===== config.mk =====
export PLATFORM = sky130hd
export DESIGN_NAME = sub_type_pipe_flat
export DESIGN_NICKNAME = d
export VERILOG_FILES = /design/src/rtl/sub_type_pipe_pkg.sv /design/src/rtl/sub_type_pipe_if.sv /design/src/rtl/sub_type_pipe_stage.sv /design/src/rtl/sub_type_pipe.sv /design/src/flat_wrapper.sv
export SDC_FILE = /design/constraint.sdc
export NUM_CORES = 1
export LEC_CHECK = 0
export CAP_MARGIN = 30
export CORE_MARGIN = 2
export CORE_UTILIZATION = 50
export CTS_BUF_LIST = sky130_fd_sc_hd__clkbuf_16
export DETAILED_ROUTE_END_ITERATION = 12
export PLACE_DENSITY = 0.83
export SLEW_MARGIN = 40
export SYNTH_ARGS = -nofsm -noshare
export SYNTH_HDL_FRONTEND = slang
export SYNTH_HIERARCHICAL = 1
export SYNTH_SLANG_ARGS = --single-unit

===== constraint.sdc =====
create_clock -name clk -period 2.6 [get_ports clk]
set_clock_uncertainty 0.2 [all_clocks]
set_input_delay 0.39 -clock clk [delete_from_list [all_inputs] [get_ports clk]]
set_output_delay 0.39 -clock clk [all_outputs]
set_load 0.05 [all_outputs]

===== src/rtl/sub_type_pipe_pkg.sv =====
// Shared types, limits and the elaboration-time legality check for sub_type_pipe.
package sub_type_pkg;

    // 24-bit signed bus used by reconstruction datapaths downstream of the adders.
    typedef logic signed [23:0] bus24_t;

    // Deepest pipeline the block is built for.
    localparam int LATENCY_MAX = 8;

    // Legal configuration: a non-empty data type, depth within 1..LATENCY_MAX,
    // and a counter at least one bit wide. real reports 64 bits here.
    function automatic bit cfg_legal(int dtype_bits, int latency, int cnt_w);
        return (dtype_bits >= 1) && (latency >= 1) &&
               (latency <= LATENCY_MAX) && (cnt_w >= 1);
    endfunction

endpackage


===== src/rtl/sub_type_pipe_if.sv =====
// Valid/ready handshake bundle for sub_type_pipe: input side (sum, a) and
// output side (diff). The master is the source/sink around the pipe, the
// slave is the pipe itself.
interface sub_type_pipe_if #(
    parameter type DTYPE = logic
);
    // input side
    logic in_valid;
    logic in_ready;
    DTYPE sum;
    DTYPE a;
    // output side
    logic out_valid;
    logic out_ready;
    DTYPE diff;

    modport master (
        output in_valid, sum, a, out_ready,
        input  in_ready, out_valid, diff
    );

    modport slave (
        input  in_valid, sum, a, out_ready,
        output in_ready, out_valid, diff
    );
endinterface


===== src/rtl/sub_type_pipe_stage.sv =====
// One valid/ready register stage of the subtractor pipeline. The load enable
// (this stage's ready) is computed by the parent so the ready chain never
// loops back through the stage instances.
module pipe_stage_type
    import sub_type_pkg::*;
#(
    parameter type DTYPE = logic
) (
    input  logic clk,
    input  logic rst,
    input  logic ld,        // stage is empty or downstream takes its item
    input  logic up_valid,
    input  DTYPE up_data,
    output logic dn_valid,
    output DTYPE dn_data
);

    logic vld_q, vld_d;
    DTYPE data_q, data_d;

    // Next state: follow the upstream stage when enabled, otherwise hold.
    always_comb begin
        vld_d  = vld_q;
        data_d = data_q;
        if (ld) begin
            vld_d  = up_valid;
            data_d = up_data;
        end
    end

    // Stage registers; reset empties the stage and zeroes its data.
    always_ff @(posedge clk) begin
        if (rst) begin
            vld_q  <= 1'b0;
            data_q <= DTYPE'(0);
        end else begin
            vld_q  <= vld_d;
            data_q <= data_d;
        end
    end

    assign dn_valid = vld_q;
    assign dn_data  = data_q;

endmodule


===== src/rtl/sub_type_pipe.sv =====
// Type-parameterized pipelined subtractor: diff = sum - a, LATENCY register
// stages with valid/ready on both sides, collapsing bubbles, plus a wrapping
// count of completed output transfers.
module sub_type_pipe
    import sub_type_pkg::*;
#(
    parameter type DTYPE   = logic,
    parameter int  LATENCY = 2,
    parameter int  CNT_W   = 16
) (
    input  logic             clk,
    input  logic             rst,
    sub_type_pipe_if.slave   bus,
    output logic [CNT_W-1:0] xfer_count
);

    // Reject unsupported configurations while elaborating.
    if (!cfg_legal($bits(DTYPE), LATENCY, CNT_W)) begin : g_bad_cfg
        $error("sub_type_pipe: illegal DTYPE/LATENCY/CNT_W configuration");
    end

    logic [LATENCY-1:0] vld;          // per-stage valid
    logic [LATENCY-1:0] rdy;          // per-stage load enable
    DTYPE               dat [LATENCY];

    logic s0_vld_q, s0_vld_d;
    DTYPE s0_dat_q, s0_dat_d;
    DTYPE sub_res;

    logic [CNT_W-1:0] cnt_q, cnt_d;
    logic             fire;

    // Ready chain rdy[i] = !v[i] || rdy[i+1], with rdy[LATENCY] = out_ready,
    // unrolled: a stage may load when downstream accepts or when any stage
    // from it to the output is empty. Depends only on flops and out_ready,
    // so in_ready has no path from in_valid.
    for (genvar i = 0; i < LATENCY; i++) begin : g_rdy
        assign rdy[i] = bus.out_ready | ~(&vld[LATENCY-1:i]);
    end

    // Native subtraction of DTYPE; integral types wrap to their width.
    assign sub_res = DTYPE'(bus.sum - bus.a);

    // Stage 0 next state: take in_valid when ready, capture data only with a valid input.
    always_comb begin
        s0_vld_d = s0_vld_q;
        s0_dat_d = s0_dat_q;
        if (rdy[0]) begin
            s0_vld_d = bus.in_valid;
            if (bus.in_valid) begin
                s0_dat_d = sub_res;
            end
        end
    end

    // Stage 0 registers.
    always_ff @(posedge clk) begin
        if (rst) begin
            s0_vld_q <= 1'b0;
            s0_dat_q <= DTYPE'(0);
        end else begin
            s0_vld_q <= s0_vld_d;
            s0_dat_q <= s0_dat_d;
        end
    end

    assign vld[0] = s0_vld_q;
    assign dat[0] = s0_dat_q;

    // Remaining stages are plain register slices.
    for (genvar i = 1; i < LATENCY; i++) begin : g_stage
        pipe_stage_type #(
            .DTYPE (DTYPE)
        ) u_stage (
            .clk      (clk),
            .rst      (rst),
            .ld       (rdy[i]),
            .up_valid (vld[i-1]),
            .up_data  (dat[i-1]),
            .dn_valid (vld[i]),
            .dn_data  (dat[i])
        );
    end

    // Output handshake and transfer counter.
    assign fire = vld[LATENCY-1] & bus.out_ready;

    // Count completed transfers; wraps naturally at 2^CNT_W.
    always_comb begin
        cnt_d = cnt_q;
        if (fire) begin
            cnt_d = cnt_q + CNT_W'(1);
        end
    end

    // Counter register; a reset cycle never counts a transfer.
    always_ff @(posedge clk) begin
        if (rst) begin
            cnt_q <= '0;
        end else begin
            cnt_q <= cnt_d;
        end
    end

    assign bus.in_ready  = rdy[0];
    assign bus.out_valid = vld[LATENCY-1];
    assign bus.diff      = dat[LATENCY-1];
    assign xfer_count    = cnt_q;

endmodule


===== src/flat_wrapper.sv =====
// flat-port wrapper written by rule: the top's interface ports become plain ports
module sub_type_pipe_flat import sub_type_pkg::*;
#(
    parameter type DTYPE   = logic,
    parameter int  LATENCY = 2,
    parameter int  CNT_W   = 16
)
  (clk, rst, xfer_count, bus_in_valid, bus_sum, bus_a, bus_out_ready, bus_in_ready, bus_out_valid, bus_diff);
  sub_type_pipe_if #(.DTYPE(DTYPE)) bus_i ();
  input  logic clk;
  input  logic rst;
  output logic [CNT_W-1:0] xfer_count;
  input wire logic [$bits(bus_i.in_valid)-1:0] bus_in_valid;
  input wire logic [$bits(bus_i.sum)-1:0] bus_sum;
  input wire logic [$bits(bus_i.a)-1:0] bus_a;
  input wire logic [$bits(bus_i.out_ready)-1:0] bus_out_ready;
  output wire logic [$bits(bus_i.in_ready)-1:0] bus_in_ready;
  output wire logic [$bits(bus_i.out_valid)-1:0] bus_out_valid;
  output wire logic [$bits(bus_i.diff)-1:0] bus_diff;
  assign bus_i.in_valid = bus_in_valid;
  assign bus_i.sum = bus_sum;
  assign bus_i.a = bus_a;
  assign bus_i.out_ready = bus_out_ready;
  assign bus_in_ready = bus_i.in_ready;
  assign bus_out_valid = bus_i.out_valid;
  assign bus_diff = bus_i.diff;
  sub_type_pipe #(.DTYPE(DTYPE), .LATENCY(LATENCY), .CNT_W(CNT_W)) u_core (.clk(clk), .rst(rst), .bus(bus_i), .xfer_count(xfer_count));
endmodule

==> metrics.md <==
| Metric | Value |
|---|---|
| Final setup fails | 0 |
| Initial antenna violation count | 0 |
| Die X | 47.0 um |
| Core area | 1730 um^2 |
| Final period utilization | 0.838 |
| DR vias/cell | 5.09 |
| Crit Path Class | flip-flop to primary output |
| Syn nets | 107 |
| Post-CTS setup buffer count | 0 |
| Ports | 25 |
| CP arrival | 1590 ps |
| Main flop type after synthesis | dfxtp_1 |
| TNS Setup | 0 ps |
| Area after DPL | 1200 um^2 |
| Clk sinks | 20 |
| Drt drc | 0 |
| R2R Setup Slk | 830 ps |
| Vias in the first global route | 707 |
| Setup crit end kind | primary output |
| Clock Pin Slew Worst Setup and Hold Paths | 50 ps |
| Clock Path Buffers | 2 |
| R2r worst-path depth | 4 |
| Startpoint class of the critical path | flip-flop |
| CTS resizes | 0 |
| Post-DRT Antenna Nets | 0 |
| Largest net degree at the start of global routing | 17 |
| Post-route cell area | 1280 um^2 |
| FMAX | 459 MHz |
| Req. time, crit path | 2010 ps |
| CTS tree | built |
| Post-Syn Instances | 100 |
| VDD IR max | 0.525 mV |
| Relative slew slack | 0.642 |
| Cell Area, Synth | 923 um^2 |
| Register area share after synthesis | 0.434 |
| H-tree level count | 1 |
| Fin nets | 135 |
| Layout area overhead | 39.0% |
| I/O Buffers | 24 |
| Die Y | 47.0 um |
| Diodes inserted | 0 |
| Final Total Pwr | 0.667 mW |
| Rows | 15 |
| Top-count cell post-synth | dfxtp_1 |
| Combined global-route utilization of all metal layers | 0.193 |
| Worst path top cell family by delay | buffers and inverters |
| Vias | 774 |
| Max Slew Vio Count | 0 |
| PD cells | 520 nW/um^2 |
| Routed wire per std cell | 12.4 um |
| Total gr overflow | 0 |
| Total of warnings raised by yosys | 6 |
| Layout cell share with drive strength beyond 1 | 0.126 |
| Top cells by area, synth | dfxtp_1 43%, xnor2_1 10%, nor2_1 7.3% |
| WP depth | 1 |
| Initial Util | 0.535 |
| Final GP Congestion | 0.752 |
| Die footprint | 2210 um^2 |
| First-pass GRT wire length | 3.02 mm |
| Mean post-synth cell area | 9.23 um^2 |
| Outcome | completed |
| Critical path's slowest cell | clkdlybuf4s50_1 |
| Synth unique cells | 30 |
| Max incr delay on CP | 860 ps |
| Total length of routed wires | 1.89 mm |
| Maxcap violations | 0 |
| DRT iter0 DRCs | 14 |
| Clk_lat worst skew | 250 ps |
| RSZ-0062 raised after global routing | false |
| Synth Register Bits | 20 |
| Most common library cells after synthesis | 20 x dfxtp_1, 18 x nor2_1, 11 x xnor2_1 |
| FFs w/ async S/R, synth | 0 |
| Hold depth | 2 |
| CTS buffer count | 3 |
| Hold Vio Cnt, Final | 0 |
| Cts hold-fix bufs | 0 |
| Final Critical Period | 2180 ps |
| Crit-path cells | clkdlybuf4s50_1 |
| DRT Pass-1 Iters | 4 |
| Crit Path Max Fanout | 6 |
| Root cell of the clock tree | clkbuf_16 |
| Slew @ Worst Pin | 536 ps |
| Buf/Inv on CP | 1 |
| Post-synth top area share | 0.434 |
| Worst hold path type | flip-flop to flip-flop |
| Post-DP HPWL | 1.36 mm |
| Cell taking the most area after synthesis | dfxtp_1 |
| P_leak | 0.442 nW |
| Post-synth EDFFs | 0 |
stage by stage:
stage	util	hold WS (ps)	cells	setup slack, ps
6_report	0.743	305	152	421
5_1_grt	0.743	315	152	386
2_1_floorplan	-	262	100	550
4_1_cts	0.743	305	152	409
3_5_place_dp	0.698	292	148	375
3_3_place_gp	0.698	273	148	421
routing by layer:
layer | track usage | vias to the layer above | share of wire
met5 | 0 | - | 0
met2 | 0.323 | 25 | 0.50
met3 | 0.0462 | 0 | 0.041
li1 | - | 392 | -
met1 | 0.242 | 357 | 0.45
met4 | 0.0667 | 0 | 0
power breakdown:
part / total, mW / internal, mW / switching (mW)
combinational: 0.0388 / 0.0174 / 0.0214
sequential: 0.315 / 0.311 / 0.00398
clock: 0.313 / 0.205 / 0.109
total: 0.667 / 0.533 / 0.134
cell usage in the layout, fill, tap and decap left out, drive strengths merged:
master         Yosys  routed
clkdlybuf4s50      0      23
dfxtp             20      20
nor2              19      19
xnor2             11      11
nand2              7       7
a21oi              6       6
nor3               5       5
nand3              5       5
inv                4       4
clkbuf             2       3
nor4               3       3
nand4              3       3
a31o               2       2
mux2i              2       2
buf                0       2
clkinv             0       1
nand3b             1       1
or2b               1       1
o21ai              1       1
or3                1       1
xor2               1       1
nand2b             1       1
a311oi             1       1
nor2b              1       1
and3               1       1
mux2               1       1
ha                 1       1
layout make-up:
class	count	area, um^2
clock inverter	1	3.75
sequential	20	400
inverter	4	15.0
tap	25	31.3
multi-input combinational	74	500
timing repair buffer	25	258
fill	136	443
clock buffer	3	75.1
registers in the layout (all words and copies together), names as in the netlist:
register,flops
u_core/g_stage.u_stage/dn_data,1
u_core/g_stage.u_stage/dn_valid,1
u_core/s0_dat_q,1
u_core/s0_vld_q,1
u_core/xfer_count,16
path summary, 6_finish.rpt:
kind / startpoint / endpoint
worst max register to register: u_core/xfer_count[5] / u_core/xfer_count[15]
worst max-delay path: u_core/xfer_count[5] / xfer_count[5]
worst min-delay path: u_core/s0_dat_q / u_core/g_stage[1].u_stage/dn_data
worst min register to register: u_core/s0_dat_q / u_core/g_stage[1].u_stage/dn_data
logic make-up after synthesis:
| family | Yosys count | synth area share |
|---|---|---|
| fa+ha+maj | 1 | 0.0135 |
| compound gates | 10 | 0.0664 |
| flops | 20 | 0.434 |
| buf+inv | 6 | 0.0244 |
| mux | 3 | 0.0339 |
| simple gates | 48 | 0.314 |
| xor+xnor | 12 | 0.114 |
No activity file was read; power rests on OpenSTA's default activity.
